### config.mk
export PLATFORM = sky130hd
export DESIGN_NAME = adc_fifo_packer
export DESIGN_NICKNAME = d
export VERILOG_FILES = /design/src/rtl/adc_fifo_packer.sv
export SDC_FILE = /design/constraint.sdc
export NUM_CORES = 1
export LEC_CHECK = 0
export ABC_AREA = 1
export BUFFER_PORTS_ARGS = -buffer_cell sky130_fd_sc_hd__buf_2
export CAP_MARGIN = 15
export CORE_UTILIZATION = 40
export DETAILED_ROUTE_END_ITERATION = 7
export GPL_TIMING_DRIVEN = 0
export HOLD_SLACK_MARGIN = 0.06
export PLACE_DENSITY = 0.72
export SETUP_SLACK_MARGIN = 0.15
export SYNTH_ARGS = -nofsm -noshare
export SYNTH_HDL_FRONTEND = slang
export SYNTH_SLANG_ARGS = --single-unit
### constraint.sdc
create_clock -name adc_clk -period 2.3 [get_ports adc_clk]
set_input_delay 0.23 -clock adc_clk [delete_from_list [all_inputs] [get_ports adc_clk]]
set_output_delay 0.23 -clock adc_clk [all_outputs]
set_load 0.02 [all_outputs]
### src/rtl/adc_fifo_packer.sv
// adc_fifo_packer: frames ADC sample beats into header-led 128-bit packets, admitting only whole packets
module adc_fifo_packer #(
  parameter int DATA_WD = 128,
  parameter int SAMPLE_WD = 64,
  parameter int HEAD_WD = 64,
  parameter logic [HEAD_WD-1:0] HEAD_MAGIC = 64'h55AA_A55A_5AA5_AA55,
  parameter int PKT_BEATS = 256,
  parameter int ADC_CNT_WD = 11,
  parameter int FIFO_DEPTH = 1024,
  parameter int CNT_MARGIN = 8
) (
  input  logic                  adc_clk,
  input  logic                  rst,
  input  logic                  adc_enable,
  input  logic                  adc_valid,
  input  logic [SAMPLE_WD-1:0]  adc_data,
  input  logic [ADC_CNT_WD-1:0] fifo_wr_cnt,
  input  logic                  fifo_full,
  output logic                  fifo_wr,
  output logic [DATA_WD-1:0]    fifo_dout,
  output logic [15:0]           pkt_cnt,
  output logic [15:0]           drop_cnt,
  output logic                  ovf_err,
  output logic                  busy
);
  localparam int WW = $clog2(PKT_BEATS + 1);
  localparam int SW = $clog2(2 * PKT_BEATS + 1);
  localparam logic [ADC_CNT_WD:0] NEED = (ADC_CNT_WD + 1)'(PKT_BEATS + 1 + CNT_MARGIN);
  typedef enum logic [2:0] {IDLE, WAIT_SOP, PAYLOAD, DISCARD, PAD} state_t;
  state_t state_q, state_d;
  logic [31:0] seq_q, seq_d;
  logic [SAMPLE_WD-1:0] half_q, half_d;
  logic half_vld_q, half_vld_d;
  logic [WW-1:0] word_q, word_d;
  logic [SW-1:0] samp_q, samp_d;
  logic wr_q, wr_d;
  logic [DATA_WD-1:0] dout_q, dout_d;
  logic [15:0] pkt_q, pkt_d, drop_q, drop_d;
  logic ovf_q, ovf_d, busy_q, busy_d;
  logic [ADC_CNT_WD:0] free_space;
  logic admit, last_word, last_samp;
  assign free_space = (ADC_CNT_WD + 1)'(FIFO_DEPTH) - {1'b0, fifo_wr_cnt};
  assign admit = free_space >= NEED;
  assign last_word = word_q == WW'(PKT_BEATS - 1);
  assign last_samp = samp_q == SW'(2 * PKT_BEATS - 1);
  always_comb begin
    state_d = state_q;
    seq_d = seq_q;
    half_d = half_q;
    half_vld_d = half_vld_q;
    word_d = word_q;
    samp_d = samp_q;
    wr_d = 1'b0;
    dout_d = '0;
    pkt_d = pkt_q;
    drop_d = drop_q;
    ovf_d = ovf_q | (wr_q & fifo_full);
    case (state_q)
      IDLE: state_d = adc_enable ? WAIT_SOP : IDLE;
      WAIT_SOP:
        if (!adc_enable) state_d = IDLE;
        else if (adc_valid) begin
          seq_d = seq_q + 32'd1;
          if (admit) begin
            wr_d = 1'b1;
            dout_d = {HEAD_MAGIC, seq_q, 32'(PKT_BEATS)};
            half_d = adc_data;
            half_vld_d = 1'b1;
            word_d = '0;
            pkt_d = pkt_q + 16'd1;
            state_d = PAYLOAD;
          end else begin
            samp_d = SW'(1);
            drop_d = (drop_q == 16'hFFFF) ? drop_q : drop_q + 16'd1;
            state_d = DISCARD;
          end
        end
      PAYLOAD:
        if (!adc_enable) state_d = PAD;
        else if (adc_valid) begin
          half_vld_d = !half_vld_q;
          half_d = half_vld_q ? half_q : adc_data;
          if (half_vld_q) begin
            wr_d = 1'b1;
            dout_d = {half_q, adc_data};
            word_d = word_q + WW'(1);
            state_d = last_word ? WAIT_SOP : PAYLOAD;
          end
        end
      DISCARD:
        if (!adc_enable) state_d = IDLE;
        else if (adc_valid) begin
          samp_d = samp_q + SW'(1);
          state_d = last_samp ? WAIT_SOP : DISCARD;
        end
      PAD: begin
        wr_d = 1'b1;
        dout_d = half_vld_q ? {half_q, {SAMPLE_WD{1'b0}}} : '0;
        half_vld_d = 1'b0;
        word_d = word_q + WW'(1);
        state_d = last_word ? IDLE : PAD;
      end
      default: state_d = IDLE;
    endcase
    busy_d = state_d inside {PAYLOAD, DISCARD, PAD};
  end
  always_ff @(posedge adc_clk) begin
    if (rst) begin
      state_q <= IDLE;
      seq_q <= '0;
      half_q <= '0;
      half_vld_q <= 1'b0;
      word_q <= '0;
      samp_q <= '0;
      wr_q <= 1'b0;
      dout_q <= '0;
      pkt_q <= '0;
      drop_q <= '0;
      ovf_q <= 1'b0;
      busy_q <= 1'b0;
    end else begin
      state_q <= state_d;
      seq_q <= seq_d;
      half_q <= half_d;
      half_vld_q <= half_vld_d;
      word_q <= word_d;
      samp_q <= samp_d;
      wr_q <= wr_d;
      dout_q <= dout_d;
      pkt_q <= pkt_d;
      drop_q <= drop_d;
      ovf_q <= ovf_d;
      busy_q <= busy_d;
    end
  end
  assign fifo_wr = wr_q;
  assign fifo_dout = dout_q;
  assign pkt_cnt = pkt_q;
  assign drop_cnt = drop_q;
  assign ovf_err = ovf_q;
  assign busy = busy_q;
endmodule
---- Word-level counts from Yosys, hierarchy flattened ----
Cells that the tools add are included.
W data, S select, Z words.
storage, ports and cells
  register bits after elaboration ......... 282
  logic and storage cells ................. 110
cells by class
  add/sub/neg operators ................... 6
  $lt $le $gt $ge ......................... 1
  equal/unequal tests ..................... 20
  muxes and demuxes ....................... 54
  bitwise operators ....................... 4
  reductions and logical operators ........ 13
operators by type and width
  operator                  number
  $mux W128                 4
  $mux W64                  6
  $pmux W128 S3             1
  $mux W127                 3
  $pmux W64 S2              1
  $mux W9                   6
  $mux W10                  5
  $add A16 B1 Y16 const B   2
  $add A32 B1 Y32 const B   1
  $pmux W9 S3               1
  $mux W3                   8
  $ne A2 B2 Y1 const B      10
  $pmux W10 S2              1
  $eq A16 B16 Y1 const B    1
  $pmux W3 S5               1
  $reduce_and A7 Y1         2
  $mux W1                   13
  $eq A3 B2 Y1 const B      4
  $ge A12 B9 Y1 const B     1
  $reduce_and A6 Y1         2
  $sub A11 B11 Y12 const A  1
  $add A10 B1 Y10 const B   1
  $eq A10 B9 Y1 const B     1
  $add A9 B1 Y9 const B     1
  15 further kinds          21

---- Logic depth before layout (Yosys ltp) ----
  word-level depth ........................ 8
  depth in mapped cells ................... 11
  gate-level depth less buffers ........... 11

---- Worst setup path before layout ----
No wires, ideal clock.
  path kind ............................... register to register
  start ................................... reg drop_q[0], in the netlist drop_cnt[0]
  end ..................................... reg drop_q[12], in the netlist drop_cnt[12]
  setup time .............................. 115 ps
  arrival ................................. 1647 ps
  path slack .............................. 538 ps
  stages on the path, launching flop included .. 11
  buffers on the path ..................... 0
  path through ............................ dfxtp_1 -> ha_1 -> nand3_1 -> inv_1 -> nand2_1 -> nor2_1 -> inv_1 -> nand3_1 -> inv_1 -> a21oi_1 -> nor2_1
between the ends
  longest elaborated chain between the ends .. 3
RTL lines
  item                                                     line  RTL
  start, declared                                          38    logic [15:0] pkt_q, pkt_d, drop_q, drop_d;
  start signal, assigned                                   131   drop_q <= drop_d;
  branches (longest 3 deep; another with $add A16 B1 Y16)  --
Several ways; the timed one is not identified.
A chain may end at the register's enable or synchronous reset.

---- Worst setup path in the final report ----
  start ................................... reg state_q[1]
  end ..................................... reg half_vld_q
between the ends
  longest elaborated chain between the ends .. 3
RTL lines
  item                                                                 line  RTL
  start, declared                                                      30    state_t state_q, state_d;
  start signal, assigned                                               122   state_q <= state_d;
  $eq A3 B1 Y1 (tied with other cells)                                 58    case (state_q)
  $ne A2 B2 Y1 (no source line) or $reduce_bool A3 Y1 (tied branches)  --
  $reduce_and A6 Y1 (no source line)                                   --
  end signal, assigned                                                 125   half_vld_q <= half_vld_d;
  end, declared                                                        33    logic half_vld_q, half_vld_d;
Parallel ways exist; a longest one is shown, timed or not.

==> run metrics <==
async set or reset register ratio after synthesis 0%; cell taking the most area after synthesis dfxtp_1; CTS tree yes; Netlist cell types 32; post-detail-place hpwl 25500 um; Syn Nets 1741; relative slew slack 50.3%; GPL Wtd Cong 0.922; wire per inst 14.6 um; Final Instance Count excl. Fillers 2405; first-pass GRT wire length 55600 um; Post-Synth XOR/XNOR Area 2.91%; Synth Cell Area 0.0117 sq mm; final setup fails 0; share of layout cells above drive strength 1 17.5%; flops & latches, synth 282; Ports 243; slowest cell delay on critical path 0.33 ns; Synth Flop Type dfxtp_1; via density per instance 4.86; commonest cells in the netlist nand2_1, dfxtp_1, nor2_1; starting density of the core 40.8%; kind of critical path reg -> reg; final wirelength 35000 um; antenna violations before repair 1; Syn Area/Cell 7.10 sq um; core area 0.0288 sq mm; ant diodes 0; final setup skew 0.0124 ns; Power Density 704 mW/mm^2; mux contribution to synthesized area 0%; Post-route DRC 0; drt first pass iters 6; Synth Area in Adders 0.639%; slowest stage cell, crit path nor3_4; grt ovf 0; Synth Area in Compound Gates 10.5%; Die ar. 0.0300 sq mm; Cells after DPL 2281; fin worst setup slack 0.267 ns; number of global-route vias before repair 11.0k; Setup Total Neg Slack 0 ns; clock insertion delay at the later pin of the skew report 0.55 ns; Max clock buf depth 3; # rows 62; top achievable clock speed 492 MHz; pin count of the biggest net entering global routing 15; Final Total Pwr 10.7 mW; Routed Antenna Nets 0; maxcap violations 0; CTS Buf Count 30; synth top area cells dfxtp_1, nand2_1, nor2_1; DR vias 11.7k; EDFF count, synth 0; Critical Path Start Type register; most instantiated library cell after synthesis nand2_1; CP arrival 2.52 ns; Static Leakage 6.68 nW; fin crit share 88.4%; synth warn 0; final core occ 52.6%; Crit path required time 2.79 ns; CP top delay family simple AND/OR/NAND/NOR gates; Port Buffers 242; post-synth top area share 48.1%; clk root buf clkbuf_16; unrepaired setup endpoints after global routing yes; Die W 173 um; worst-path cell chain buf_2, nand3_2, nand2_1, inv_1, nor3_4, buf_2, buf_4, nand2_1, a21oi_1; die height 173 um; outcome finished, final reports clean; Synth-to-Final Area Change 29.0%; clock sinks 282; critical path buffer and inverter count 4; # H-tree levels 1; worst slew pin tran 0.746 ns; Post-Synthesis Cells 1655; FILL cells 2746; Slew Viols, Final 0; Max IR drop VDD 540 uV; Simple-Gate Fraction of Synth Area 27.5%; main combinational cell family by area after synthesis simple AND/OR/NAND/NOR gates; 1st-iter DRT viols 826; Final Hold Vio Count 0; Critical Path Sink Type register; pre-CTS setup slack 0.0300 ns; crit path time final 2.03 ns; GR Util All Layers 22.7%; worst hold path type in -> reg; clk slew on worst S/H paths 0.07 ns; Crit Path Max Fanout 10; nets 2084; post-synthesis sequential area ratio 48.1%
worst min-delay path: stages:
cell and delay, ns:
buf_2 0.14, inv_1 0.05, o21ai_0 0.07, a21oi_1 0.14
cell type report:
type                            count  area (sq um)  share of cell area, %
Buffer                             78           370                   2.45
Clock buffer                       45           898                   5.93
Clock inverter                     10          95.1                  0.628
Inverter                          229           860                   5.68
Multi-Input combinational cell   1066          4900                   32.4
Sequential cell                   282          5650                   37.3
Tap cell                          384           480                   3.17
Timing Repair Buffer              311          1890                   12.5
cells in the final DEF, fill, tap and decap left out, drive strengths merged, types with 2 or more instances in the layout:
master       synthesis  routed
a21oi              137     137
a31oi                3       3
buf                 50     293
clkbuf              28      75
clkinv               0       3
clkinvlp             0       5
dfxtp              282     282
dlygate4sd3          0      66
ha                   6       6
inv                229     230
nand2              350     350
nand3              123     123
nand4               32      32
nor2               267     267
nor3                 9       9
nor3b                2       2
o21ai               66      66
o21bai               3       3
o22ai               24      24
xnor2                8       8
xor2                31      31
metal layers:
layer	up-vias	GRT usage, %	routed length, um
li1	5896	-	-
met1	5299	28.4	15200
met4	2	7.63	917
met3	70	3.31	2240
met5	-	0	12
met2	429	39.6	16600
power by group:
part	switching, mW	total, mW	internal, mW
Sequential	0.0643	5.07	5.01
Combinational	0.486	0.806	0.320
Clock	1.98	4.79	2.81
Total	2.53	10.7	8.13
sequential cells by signal, indices dropped and copies added, names as in the netlist:
signal,count
busy,1
drop_cnt,16
fifo_dout,128
fifo_wr,1
half_q,64
half_vld_q,1
ovf_err,1
pkt_cnt,16
samp_q,10
seq_q,32
state_q,3
word_q,9
repair_timing:
action	in CTS	in global routing
hold endpoints to repair	114	0
gates cloned	0	0
hold buffers	66	0
gates resized for setup	2	13
buffers inserted	0	3
pin swaps	0	1
setup endpoints to repair	4	119
per-stage QoR:
stage	hold WS [ns]	area (sq um)
final	0.118	15100
after global routing	0.146	15100
after CTS	0.111	15100
after detailed placement	0.414	13400
after global placement	0.416	13400
after floorplan	0.365	11700
path summary, 6_finish.rpt:
path	from	to	slack, ns	cells past startpoint
max reg2reg	state_q[1]	half_vld_q	0.27	9
min	adc_valid	state_q[0]	0.12	4
min reg2reg	half_q[14]	fifo_dout[78]	0.43	2
max	state_q[1]	half_vld_q	0.27	9
logic make-up after synthesis:
group | Yosys count
AND/OR/NAND/NOR | 785
buffers and inverters | 307
flip-flops | 282
AO/OA/AOI/OAI | 236
XOR/XNOR | 39
adder cells (fa/ha/maj) | 6
Power figures use the tool's default switching activity.
